File: config.mk
export PLATFORM = sky130hd
export DESIGN_NAME = lcd_seq_ctrl
export DESIGN_NICKNAME = d
export VERILOG_FILES = /design/src/rtl/lcd_pkg.sv /design/src/rtl/lcd_nibble_tx.sv /design/src/rtl/lcd_seq_ctrl.sv
export SDC_FILE = /design/constraint.sdc
export NUM_CORES = 1
export LEC_CHECK = 0
export ABC_CLOCK_PERIOD_IN_PS = 2600
export CAP_MARGIN = 20
export CELL_PAD_IN_SITES_DETAIL_PLACEMENT = 1
export CELL_PAD_IN_SITES_GLOBAL_PLACEMENT = 2
export CORE_MARGIN = 4
export CORE_UTILIZATION = 36
export DETAILED_ROUTE_END_ITERATION = 8
export PLACE_DENSITY = 0.83
export SETUP_SLACK_MARGIN = 0.05
export SYNTH_ARGS = -nofsm -noshare
export SYNTH_HDL_FRONTEND = slang
export SYNTH_SLANG_ARGS = --single-unit
File: constraint.sdc
create_clock -name CLK12 -period 2.6 [get_ports CLK12]
set_clock_uncertainty 0.05 [all_clocks]
set_input_delay 0.52 -clock CLK12 [delete_from_list [all_inputs] [get_ports CLK12]]
set_output_delay 0.52 -clock CLK12 [all_outputs]
set_load 0.01 [all_outputs]
File: src/rtl/lcd_pkg.sv
`default_nettype none
// ============================================================================
// Package     : lcd_pkg
// Description : Shared constants, state encodings and helpers for the 4-bit
//               HD44780-style LCD sequencer.
// Revision    : 1.0 - initial release
// ============================================================================
package lcd_pkg;

  // HD44780 command codes used by the power-on sequence
  localparam logic [7:0] FUNC_4BIT_2L = 8'h28;
  localparam logic [7:0] ENTRY_INC    = 8'h06;
  localparam logic [7:0] DISP_ON      = 8'h0C;
  localparam logic [7:0] CLEAR        = 8'h01;

  // Default timing in 12 MHz cycles
  localparam int unsigned T_PWR_DEF   = 180000;
  localparam int unsigned T_INIT1_DEF = 49200;
  localparam int unsigned T_INIT2_DEF = 1200;
  localparam int unsigned T_CMD_DEF   = 480;
  localparam int unsigned T_CLR_DEF   = 19680;
  localparam int unsigned T_SU_DEF    = 1;
  localparam int unsigned T_EH_DEF    = 3;
  localparam int unsigned T_HD_DEF    = 1;
  localparam int unsigned T_NIB_DEF   = 12;

  // Init table: steps 0..3 are single nibbles (carried in the high half),
  // steps 4..7 are full bytes.
  localparam logic [2:0] INIT_LAST = 3'd7;

  typedef enum logic [2:0] {
    S_PWR_WAIT = 3'd0,
    S_TX_HI    = 3'd1,
    S_GAP      = 3'd2,
    S_TX_LO    = 3'd3,
    S_WAIT     = 3'd4,
    S_IDLE     = 3'd5
  } seq_state_t;

  typedef enum logic [1:0] {
    TX_IDLE  = 2'd0,
    TX_SETUP = 2'd1,
    TX_E_HI  = 2'd2,
    TX_HOLD  = 2'd3
  } tx_state_t;

  // A zero-length phase is stretched to one cycle
  function automatic int unsigned at_least_one(input int unsigned v);
    return (v == 0) ? 1 : v;
  endfunction

  function automatic int unsigned max2(input int unsigned a, input int unsigned b);
    return (a > b) ? a : b;
  endfunction

  function automatic logic [7:0] init_byte(input logic [2:0] idx);
    logic [7:0] b;
    case (idx)
      3'd0, 3'd1, 3'd2: b = 8'h30;
      3'd3:             b = 8'h20;
      3'd4:             b = FUNC_4BIT_2L;
      3'd5:             b = ENTRY_INC;
      3'd6:             b = DISP_ON;
      default:          b = CLEAR;
    endcase
    return b;
  endfunction

endpackage
`default_nettype wire

File: src/rtl/lcd_nibble_tx.sv
`default_nettype none
// ============================================================================
// Module      : lcd_nibble_tx
// Description : One timed nibble strobe: SETUP -> E_HI -> HOLD. Data and RS
//               are captured at SETUP entry and held until the next start.
//               done is high in the final HOLD cycle so the parent can move
//               on at the same edge the strobe finishes.
// Revision    : 1.0 - initial release
// ============================================================================
module lcd_nibble_tx
  import lcd_pkg::*;
#(
  parameter int unsigned T_SU = T_SU_DEF,
  parameter int unsigned T_EH = T_EH_DEF,
  parameter int unsigned T_HD = T_HD_DEF
) (
  input  logic       clk,
  input  logic       rst_n,
  input  logic       start,
  input  logic [3:0] nib,
  input  logic       rs,
  output logic [3:0] sf_d,
  output logic       lcd_rs,
  output logic       lcd_e,
  output logic       done
);

  localparam int unsigned P_SU = at_least_one(T_SU);
  localparam int unsigned P_EH = at_least_one(T_EH);
  localparam int unsigned P_HD = at_least_one(T_HD);
  localparam int unsigned TW   = $clog2(max2(max2(P_SU, P_EH), P_HD) + 1);

  tx_state_t         state;
  logic [TW-1:0]     cnt;

  // Strobe sequencer; every phase counts down from its length to 1
  always_ff @(posedge clk) begin
    if (!rst_n) begin
      state  <= TX_IDLE;
      cnt    <= '0;
      sf_d   <= 4'h0;
      lcd_rs <= 1'b0;
      lcd_e  <= 1'b0;
    end else begin
      case (state)
        TX_IDLE: begin
          if (start) begin
            state  <= TX_SETUP;
            cnt    <= TW'(P_SU);
            sf_d   <= nib;
            lcd_rs <= rs;
          end
        end
        TX_SETUP: begin
          if (cnt == TW'(1)) begin
            state <= TX_E_HI;
            cnt   <= TW'(P_EH);
            lcd_e <= 1'b1;
          end else begin
            cnt <= cnt - TW'(1);
          end
        end
        TX_E_HI: begin
          if (cnt == TW'(1)) begin
            state <= TX_HOLD;
            cnt   <= TW'(P_HD);
            lcd_e <= 1'b0;
          end else begin
            cnt <= cnt - TW'(1);
          end
        end
        TX_HOLD: begin
          if (cnt == TW'(1)) begin
            state <= TX_IDLE;
            cnt   <= '0;
          end else begin
            cnt <= cnt - TW'(1);
          end
        end
        default: begin
          state <= TX_IDLE;
          cnt   <= '0;
          lcd_e <= 1'b0;
        end
      endcase
    end
  end

  assign done = (state == TX_HOLD) && (cnt == TW'(1));

endmodule
`default_nettype wire

File: src/rtl/lcd_seq_ctrl.sv
`default_nettype none
// ============================================================================
// Module      : lcd_seq_ctrl
// Description : HD44780 4-bit sequencer. Runs the power-on init table, then
//               accepts command/data bytes over valid/ready and sends each as
//               high nibble, gap, low nibble, then a command-dependent wait.
// Revision    : 1.0 - initial release
// ============================================================================
module lcd_seq_ctrl
  import lcd_pkg::*;
#(
  parameter int unsigned T_PWR   = T_PWR_DEF,
  parameter int unsigned T_INIT1 = T_INIT1_DEF,
  parameter int unsigned T_INIT2 = T_INIT2_DEF,
  parameter int unsigned T_CMD   = T_CMD_DEF,
  parameter int unsigned T_CLR   = T_CLR_DEF,
  parameter int unsigned T_SU    = T_SU_DEF,
  parameter int unsigned T_EH    = T_EH_DEF,
  parameter int unsigned T_HD    = T_HD_DEF,
  parameter int unsigned T_NIB   = T_NIB_DEF
) (
  input  logic       CLK12,
  input  logic       RSTn,
  input  logic       req_valid,
  input  logic       req_rs,
  input  logic [7:0] req_data,
  output logic       req_ready,
  output logic       init_done,
  output logic       LCD_RS,
  output logic       LCD_E,
  output logic [3:0] SF_D
);

  localparam int unsigned P_PWR   = at_least_one(T_PWR);
  localparam int unsigned P_INIT1 = at_least_one(T_INIT1);
  localparam int unsigned P_INIT2 = at_least_one(T_INIT2);
  localparam int unsigned P_CMD   = at_least_one(T_CMD);
  localparam int unsigned P_CLR   = at_least_one(T_CLR);
  localparam int unsigned P_NIB   = at_least_one(T_NIB);
  // Sized for the longest wait so a small T_PWR cannot truncate T_CLR
  localparam int unsigned P_MAX   = max2(max2(max2(P_PWR, P_INIT1), max2(P_INIT2, P_CMD)),
                                         max2(P_CLR, P_NIB));
  localparam int unsigned CW      = $clog2(P_MAX + 1);

  seq_state_t    state;
  logic [CW-1:0] cnt;
  logic          r_init;
  logic [2:0]    r_idx;
  logic [7:0]    r_byte;
  logic          r_rs;

  logic          tx_start;
  logic [3:0]    tx_nib;
  logic          tx_rs;
  logic          tx_done;

  logic          w_pwr_end;
  logic          w_gap_end;
  logic          w_wait_end;
  logic          w_accept;
  logic          w_init_more;
  logic          w_single;
  logic [2:0]    w_next_idx;
  logic [7:0]    w_next_byte;
  logic [CW-1:0] w_wait_len;

  assign w_pwr_end   = (state == S_PWR_WAIT) && (cnt == CW'(1));
  assign w_gap_end   = (state == S_GAP)      && (cnt == CW'(1));
  assign w_wait_end  = (state == S_WAIT)     && (cnt == CW'(1));
  assign w_accept    = req_valid && req_ready;
  assign w_init_more = r_init && (r_idx != INIT_LAST);
  assign w_single    = r_init && !r_idx[2];
  assign w_next_idx  = (state == S_PWR_WAIT) ? 3'd0 : (r_idx + 3'd1);
  assign w_next_byte = init_byte(w_next_idx);

  // Post-byte wait: fixed per init nibble, clear/home rule otherwise
  always_comb begin
    w_wait_len = CW'(P_CMD);
    if (w_single) begin
      if (r_idx == 3'd0)      w_wait_len = CW'(P_INIT1);
      else if (r_idx == 3'd1) w_wait_len = CW'(P_INIT2);
      else                    w_wait_len = CW'(P_CMD);
    end else if (!r_rs && (r_byte <= 8'h03)) begin
      w_wait_len = CW'(P_CLR);
    end
  end

  // Strobe launch is combinational so the nibble starts on the same edge the
  // sequencer changes state, keeping the accept-to-ready latency exact
  always_comb begin
    tx_start = 1'b0;
    tx_nib   = w_next_byte[7:4];
    tx_rs    = 1'b0;
    if (w_pwr_end || (w_wait_end && w_init_more)) begin
      tx_start = 1'b1;
    end else if (w_accept) begin
      tx_start = 1'b1;
      tx_nib   = req_data[7:4];
      tx_rs    = req_rs;
    end else if (w_gap_end) begin
      tx_start = 1'b1;
      tx_nib   = r_byte[3:0];
      tx_rs    = r_rs;
    end
  end

  // Top-level sequencer: power wait, init table, user writes, waits
  always_ff @(posedge CLK12) begin
    if (!RSTn) begin
      state     <= S_PWR_WAIT;
      cnt       <= CW'(P_PWR);
      r_init    <= 1'b1;
      r_idx     <= 3'd0;
      r_byte    <= 8'h00;
      r_rs      <= 1'b0;
      req_ready <= 1'b0;
      init_done <= 1'b0;
    end else begin
      case (state)
        S_PWR_WAIT: begin
          if (w_pwr_end) begin
            state  <= S_TX_HI;
            cnt    <= '0;
            r_idx  <= w_next_idx;
            r_byte <= w_next_byte;
            r_rs   <= 1'b0;
          end else begin
            cnt <= cnt - CW'(1);
          end
        end
        S_TX_HI: begin
          if (tx_done) begin
            if (w_single) begin
              state <= S_WAIT;
              cnt   <= w_wait_len;
            end else begin
              state <= S_GAP;
              cnt   <= CW'(P_NIB);
            end
          end
        end
        S_GAP: begin
          if (w_gap_end) begin
            state <= S_TX_LO;
            cnt   <= '0;
          end else begin
            cnt <= cnt - CW'(1);
          end
        end
        S_TX_LO: begin
          if (tx_done) begin
            state <= S_WAIT;
            cnt   <= w_wait_len;
          end
        end
        S_WAIT: begin
          if (w_wait_end) begin
            if (w_init_more) begin
              state  <= S_TX_HI;
              cnt    <= '0;
              r_idx  <= w_next_idx;
              r_byte <= w_next_byte;
              r_rs   <= 1'b0;
            end else begin
              state     <= S_IDLE;
              cnt       <= '0;
              r_init    <= 1'b0;
              init_done <= 1'b1;
              req_ready <= 1'b1;
            end
          end else begin
            cnt <= cnt - CW'(1);
          end
        end
        S_IDLE: begin
          if (w_accept) begin
            state     <= S_TX_HI;
            cnt       <= '0;
            r_byte    <= req_data;
            r_rs      <= req_rs;
            req_ready <= 1'b0;
          end
        end
        default: begin
          state     <= S_PWR_WAIT;
          cnt       <= CW'(P_PWR);
          req_ready <= 1'b0;
        end
      endcase
    end
  end

  lcd_nibble_tx #(
    .T_SU (T_SU),
    .T_EH (T_EH),
    .T_HD (T_HD)
  ) u_nibble_tx (
    .clk    (CLK12),
    .rst_n  (RSTn),
    .start  (tx_start),
    .nib    (tx_nib),
    .rs     (tx_rs),
    .sf_d   (SF_D),
    .lcd_rs (LCD_RS),
    .lcd_e  (LCD_E),
    .done   (tx_done)
  );

endmodule
`default_nettype wire

== Yosys cells after proc, flatten, opt, wreduce, memory -nomap -nowiden ==
Index checks and enable logic that the tools add are counted.

* Input port bits: 12
* Flip-flop bits (word level): 46
* Output and inout port bits: 8

* Bitwise operators: 2
* Equal/unequal tests: 30
* Order comparisons: 1
* Muxes and demuxes: 62
* Add/subtract/negate cells: 3
* Reduce and logical (&&, ||, !) cells: 30

{| class="wikitable"
|+ Operator list
! kind !! count
|-
| $mux 18 || 8
|-
| $pmux 18 s6 || 1
|-
| $mux 3 || 12
|-
| $mux 8 || 4
|-
| $pmux 6 s5 || 1
|-
| $pmux 8 s3 || 1
|-
| $eq 18x1->1 const B || 1
|-
| $ne 2x2->1 const B || 9
|-
| $pmux 3 s6 || 1
|-
| $sub 18x1->18 const B || 1
|-
| $mux 16 || 1
|-
| $pmux 2 s4 || 2
|-
| $eq 3x3->1 const B || 5
|-
| $mux 1 || 15
|-
| $mux 15 || 1
|-
| $mux 2 || 7
|-
| $eq 3x2->1 const B || 4
|-
| $mux 4 || 3
|-
| $reduce_and 4->1 || 3
|-
| $mux 11 || 1
|-
| $eq 3x1->1 const B || 3
|-
| $logic_and 1x1->1 || 9
|-
| $logic_not 3->1 || 3
|-
| $reduce_and 3->1 || 3
|-
| 21 further kinds || 29
|}

== Longest topological paths before layout ==
Gate-level depths: netlist of the first run.

* Depth in word-level cells: 8
* Gate-level depth with buffers: 9
* Gate-level depth less buffers: 7

== By module ==
Synthesis of the first run repeated with hierarchy kept, for this count alone.

* Cells, all modules: 370
* Area total of the unflattened synthesis: 2890.3 µm²

{| class="wikitable"
|+ By module, submodules not included
! module !! area an instance (µm²) !! instances !! cells each !! seq. area each (µm²)
|-
| lcd_seq_ctrl || 2324.7 || 1 || 304 || 720.7
|-
| lcd_nibble_tx || 565.5 || 1 || 66 || 200.2
|}

== Worst setup path after synthesis of the first run ==
Ideal clock, no wire load.

* Path kind: reg-to-reg
* From: register cnt[13]
* To: register u_nibble_tx.sf_d[1]
* Cell stages (with the launch flop): 7
* Data arrival time: 2.236 ns
* Slack: 0.192 ns
* Buffers on the path: 1
* Required time: 2.428 ns
* Cell sequence: dfxtp_1 -> or4_4 -> or4_4 -> buf_6 -> o31ai_2 -> a22oi_1 -> o311a_1

* Cells in the longest elaborated chain, start to end: 6
* Elaborated cells between the ends (all ways): 13

{| class="wikitable"
|+ Ends and longest elaborated chain
! what !! line !! text
|-
| from (decl) || lcd_seq_ctrl.sv:46 || <nowiki>logic [CW-1:0] cnt;</nowiki>
|-
| from (signal assigned) || lcd_seq_ctrl.sv:111 || <nowiki>cnt <= CW'(P_PWR);</nowiki>
|-
| from (signal assigned) || lcd_seq_ctrl.sv:128 || <nowiki>cnt <= cnt - CW'(1);</nowiki>
|-
| from (signal assigned) || lcd_seq_ctrl.sv:135 || <nowiki>cnt <= w_wait_len;</nowiki>
|-
| $eq 18x1->1 * || lcd_seq_ctrl.sv:67, lcd_seq_ctrl.sv:68, lcd_seq_ctrl.sv:69 ||
|-
| $logic_and 1x1->1 (on tied branches) || lcd_seq_ctrl.sv:68, lcd_seq_ctrl.sv:69 ||
|-
| $mux 1 / $logic_and 1x1->1 (equally long branches) || lcd_seq_ctrl.sv:100, lcd_seq_ctrl.sv:94 ||
|-
| $mux 1 / $logic_or 1x1->1 (equally long branches) || lcd_seq_ctrl.sv:96, lcd_seq_ctrl.sv:94 ||
|-
| $mux 1 || lcd_seq_ctrl.sv:94 || <nowiki>if (w_pwr_end || (w_wait_end && w_init_more)) begin</nowiki>
|-
| $reduce_and 2->1 (no source line) || -- ||
|-
| to (signal assigned) || lcd_nibble_tx.sv:50 || <nowiki>sf_d <= nib;</nowiki>
|-
| to (decl) || lcd_nibble_tx.sv:22 || <nowiki>output logic [3:0] sf_d,</nowiki>
|}

Every way passes the cells marked *; elsewhere a longest branch is shown, timed or not.
A chain may end at the register's enable or synchronous reset.

== Worst setup path after layout of the first run ==
* From: register cnt[13]
* To: register cnt[9]

* Cells in the longest elaborated chain, start to end: 4
* Elaborated cells between the ends (all ways): 8

{| class="wikitable"
|+ Ends and longest elaborated chain
! what !! line !! text
|-
| $eq 18x1->1 * || lcd_seq_ctrl.sv:67, lcd_seq_ctrl.sv:68, lcd_seq_ctrl.sv:69 ||
|-
| $logic_and 1x1->1 (on tied branches) || lcd_seq_ctrl.sv:69, lcd_seq_ctrl.sv:67, lcd_seq_ctrl.sv:68 ||
|-
| $mux 18 (on tied branches) || lcd_seq_ctrl.sv:157, lcd_seq_ctrl.sv:121, lcd_seq_ctrl.sv:143 ||
|-
| $pmux 18 s6 * || lcd_seq_ctrl.sv:119 || <nowiki>case (state)</nowiki>
|}

Marks and branches as above.

==> results by group, run 1 <==
Power
  – Maximum VDD drop: between 0.15 and 0.2 mV
  – P per Cell Area: 486 nW/um^2
  – Design Power: 1.72 mW
  – Leak: ~1.3 nW

Drt
  – Total number of vias: roughly 2,900
  – Vias per inst: between 5 and 6
  – DR pass1 iterations: 4
  – Iter 0 DRT Violations: approximately 160
  – Routed WL: ~9.2 mm
  – Post-route DRC: 0
  – DRT antenna net count: 0
  – WL/cell: about 18 um

Floorplanning
  – Die width: 98.7 um
  – Chip Height: 98.7 um
  – FP Rows: 32
  – IO Count: 20
  – Initial core utilization: between 30 and 40%
  – Die area: 9750 sq um
  – CORE AREA: about 7800 sq um

Cells and area
  – Filler cells: ~960
  – Commonest non-fill, non-tap cells in the layout: 46 x dfxtp_1, 35 x nand2_1, 27 x buf_4, 26 x a21oi_1, 22 x nor2_1
  – Ratio of cells with drive above 1 in the final layout: between 10% and 20%
  – Nets: ~430
  – Commonest non-fill, non-tap cell in the layout: dfxtp_1
  – Area delta synth->final: 19.3%
  – Finished Layout Cells: 503
  – FF+latch area: 921 sq um
  – Footprint of the multi-input gates: 1900 sq um
  – # diodes: 0

Clocking
  – Clock buffer depth: 2
  – Clk slew on worst S/H paths: ~0.10 ns
  – Skew-Pair Late Insertion Delay: roughly 0.31 ns
  – Root buffer cell: clkbuf_8
  – CTS H-tree lvls: 2
  – Num CTS Buffers: 5
  – CTS tree: built
  – Clock sink count: 46

Global route
  – GRT Total Usage: 19.7%
  – First-pass GRT wire length: 15.9 mm
  – Remaining global-route overflow: 0
  – Initial antenna violation count: 0
  – Vias in the first global route: 2,997
  – Largest net degree at the start of global routing: 24

Setup path
  – Worst Setup End Kind: register
  – CP peak stage delay: 0.63 ns
  – Critical path buffers and inverters: 1
  – CP Launch Point: cnt[13]
  – Startpoint Class: register
  – CP Max Fanout: 8
  – Crit path max-delay family: simple AND/OR/NAND/NOR gates
  – Reg2reg start: cnt[13]
  – Crit path top cell by count: or4_4
  – Setup CP Type: register to register
  – CP arrival: roughly 2.6 ns
  – Critical Path RT: 2.76 ns
  – Slowest CP cell: or4_4
  – CP Cell Sequence: or4_4, or4_4, o211ai_4, buf_4, o21ai_1, a211o_1

Hold path
  – Hold_sp: r_byte[4]
  – Hold Path Class: register to register

Synth
  – Netlist cell types: 70
  – Synth top area share: a little under a third
  – Synthesized flop and latch total: 46
  – Mean Syn Cell Area: slightly above 8 sq um
  – Async SR Flop Fraction: 0%
  – Synth area leaders: dfxtp_1 31%, ha_1 5.9%, nand2_1 4.4%
  – Mapped Cells: approximately 370
  – Post-synthesis sequential area ratio: a little under a third
  – Largest area contributor in the netlist: dfxtp_1
  – Yosys Warn Count: 0
  – Main flop type after synthesis: dfxtp_1
  – Synth Cell Area: ~3000 sq um
  – Post-Syn Nets: approximately 400
  – Post-synth EDFFs: 0

Timing
  – Setup tns final: 0 ns
  – Max Slew Vio Count: 0
  – Hold Violations, Final: 0
  – Final hold slack: roughly 0.42 ns
  – Actual slew at the worst max-slew pin: roughly 0.58 ns
  – Rel. slew slack: approximately 61%
  – Period utilization: 95.0%
  – Min Tclk post-route: between 2 and 2.5 ns
  – RSZ-0062 raised after global routing: no
  – Fmax achieved: 405 MHz
  – Count of final setup violators: 0

Placement
  – Post-DP HPWL: 7.00 mm
  – Inst Count DP: 493
  – Placer's final routability congestion estimate: 0.847
  – Buffers on Ports: 19

Status
  – Status: finished clean

Flow run
  – Maxcap violations: 0
==> synth_stat cells, types with 3 or more instances <==
cell type	instances
dfxtp_1	46
nand2_1	35
a21oi_1	26
nor2_1	22
inv_1	16
nor3_1	16
clkbuf_1	15
ha_1	14
o21ai_0	14
nand3_1	11
mux2i_1	8
nand2b_1	8
nor4_1	8
a31oi_1	7
a211oi_1	6
and2_1	5
and3_1	5
nand4_1	5
o211ai_1	5
o21ai_1	5
o31ai_1	5
a211o_1	4
o22ai_1	4
a32o_1	3
o21a_1	3
o221ai_1	3
o311a_1	3
o31a_1	3
or2_2	3
or4_1	3
==> power by group <==
part	internal [mW]	total [mW]	switching [mW]	leakage [nW]
Sequential	0.754	0.807	0.0534	0.374
Combinational	0.163	0.357	0.193	0.867
Clock	0.287	0.553	0.265	0.0514
==> registers in the layout, indices dropped and copies added, names as in the netlist <==
signal	cells
r_rs	1
r_init	1
r_byte	8
req_ready	1
cnt	18
u_nibble_tx.lcd_e	1
u_nibble_tx.lcd_rs	1
u_nibble_tx.state	2
u_nibble_tx.cnt	2
init_done	1
r_idx	3
u_nibble_tx.sf_d	4
state	3
==> worst paths after layout <==
path | endpoint | slack (ns) | cells past startpoint
worst min-delay path | r_byte[4] | 0.42 | 2
worst min register to register | r_byte[4] | 0.42 | 2
worst max-delay path | cnt[9] | 0.13 | 6
worst max register to register | cnt[9] | 0.13 | 6
==> per-layer routing <==
layer / up-vias / GRT usage, % / share of wire, %
li1: 1448 / - / -
met1: 1440 / 28.8 / 49
met2: 51 / 30.8 / 46
met3: 8 / 2.69 / 4.0
met4: 0 / 4.41 / 0.95
met5: - / 0 / 0
==> cell families (layout without fill, tap and decap cells) <==
group	count (synthesis)	after routing	synth area share [%]
AO/OA/AOI/OAI	119	119	28.6
XOR/XNOR	3	3	0.887
adder cells (fa/ha/maj)	14	14	5.91
buffers and inverters	37	71	5.15
flip-flops	46	46	31.1
multiplexers	8	8	2.70
AND/OR/NAND/NOR	140	140	25.6
==> layout make-up <==
cell class                      count  area share [%]
Multi-Input combinational cell    284            53.9
Sequential cell                    46            26.0
Timing Repair Buffer               47            11.7
Tap cell                          102            3.61
Clock buffer                        6            2.05
Inverter                           16            1.70
Clock inverter                      2            1.06
==> metrics by stage <==
step	cell area, sq um	worst slack, ns	util [%]
detailed placement	3400	0.0869	43.3
CTS	3510	0.143	44.8
floorplan	2960	0.192	-
global placement	3400	0.122	43.3
finish	3540	0.129	45.1
global route	3540	0.0537	45.1
==> worst reg2reg max path, delay by kind of cell, from the launching register on <==
family,cells,cell delay (ns)
buffers and inverters,1,0.16
flip-flops,1,0.33
AND/OR/NAND/NOR,2,1.17
AO/OA/AOI/OAI,3,0.66
==> what timing repair did <==
item | in CTS | in global routing
resized for setup | 1 | 2
setup buffers | 0 | 2
hold buffers | 0 | 0
pin swaps | 0 | 1
setup endpoints to repair | 1 | 4
No activity file was read; power rests on OpenSTA's default activity.
==> run 2, diff against run 1 <==
GPL_ROUTABILITY_DRIVEN = 0   (was not set)
SKIP_LAST_GASP = 1   (was not set)
==> results of run 2 <==
Final layout, timing and power as in run 1 (identical DEF).
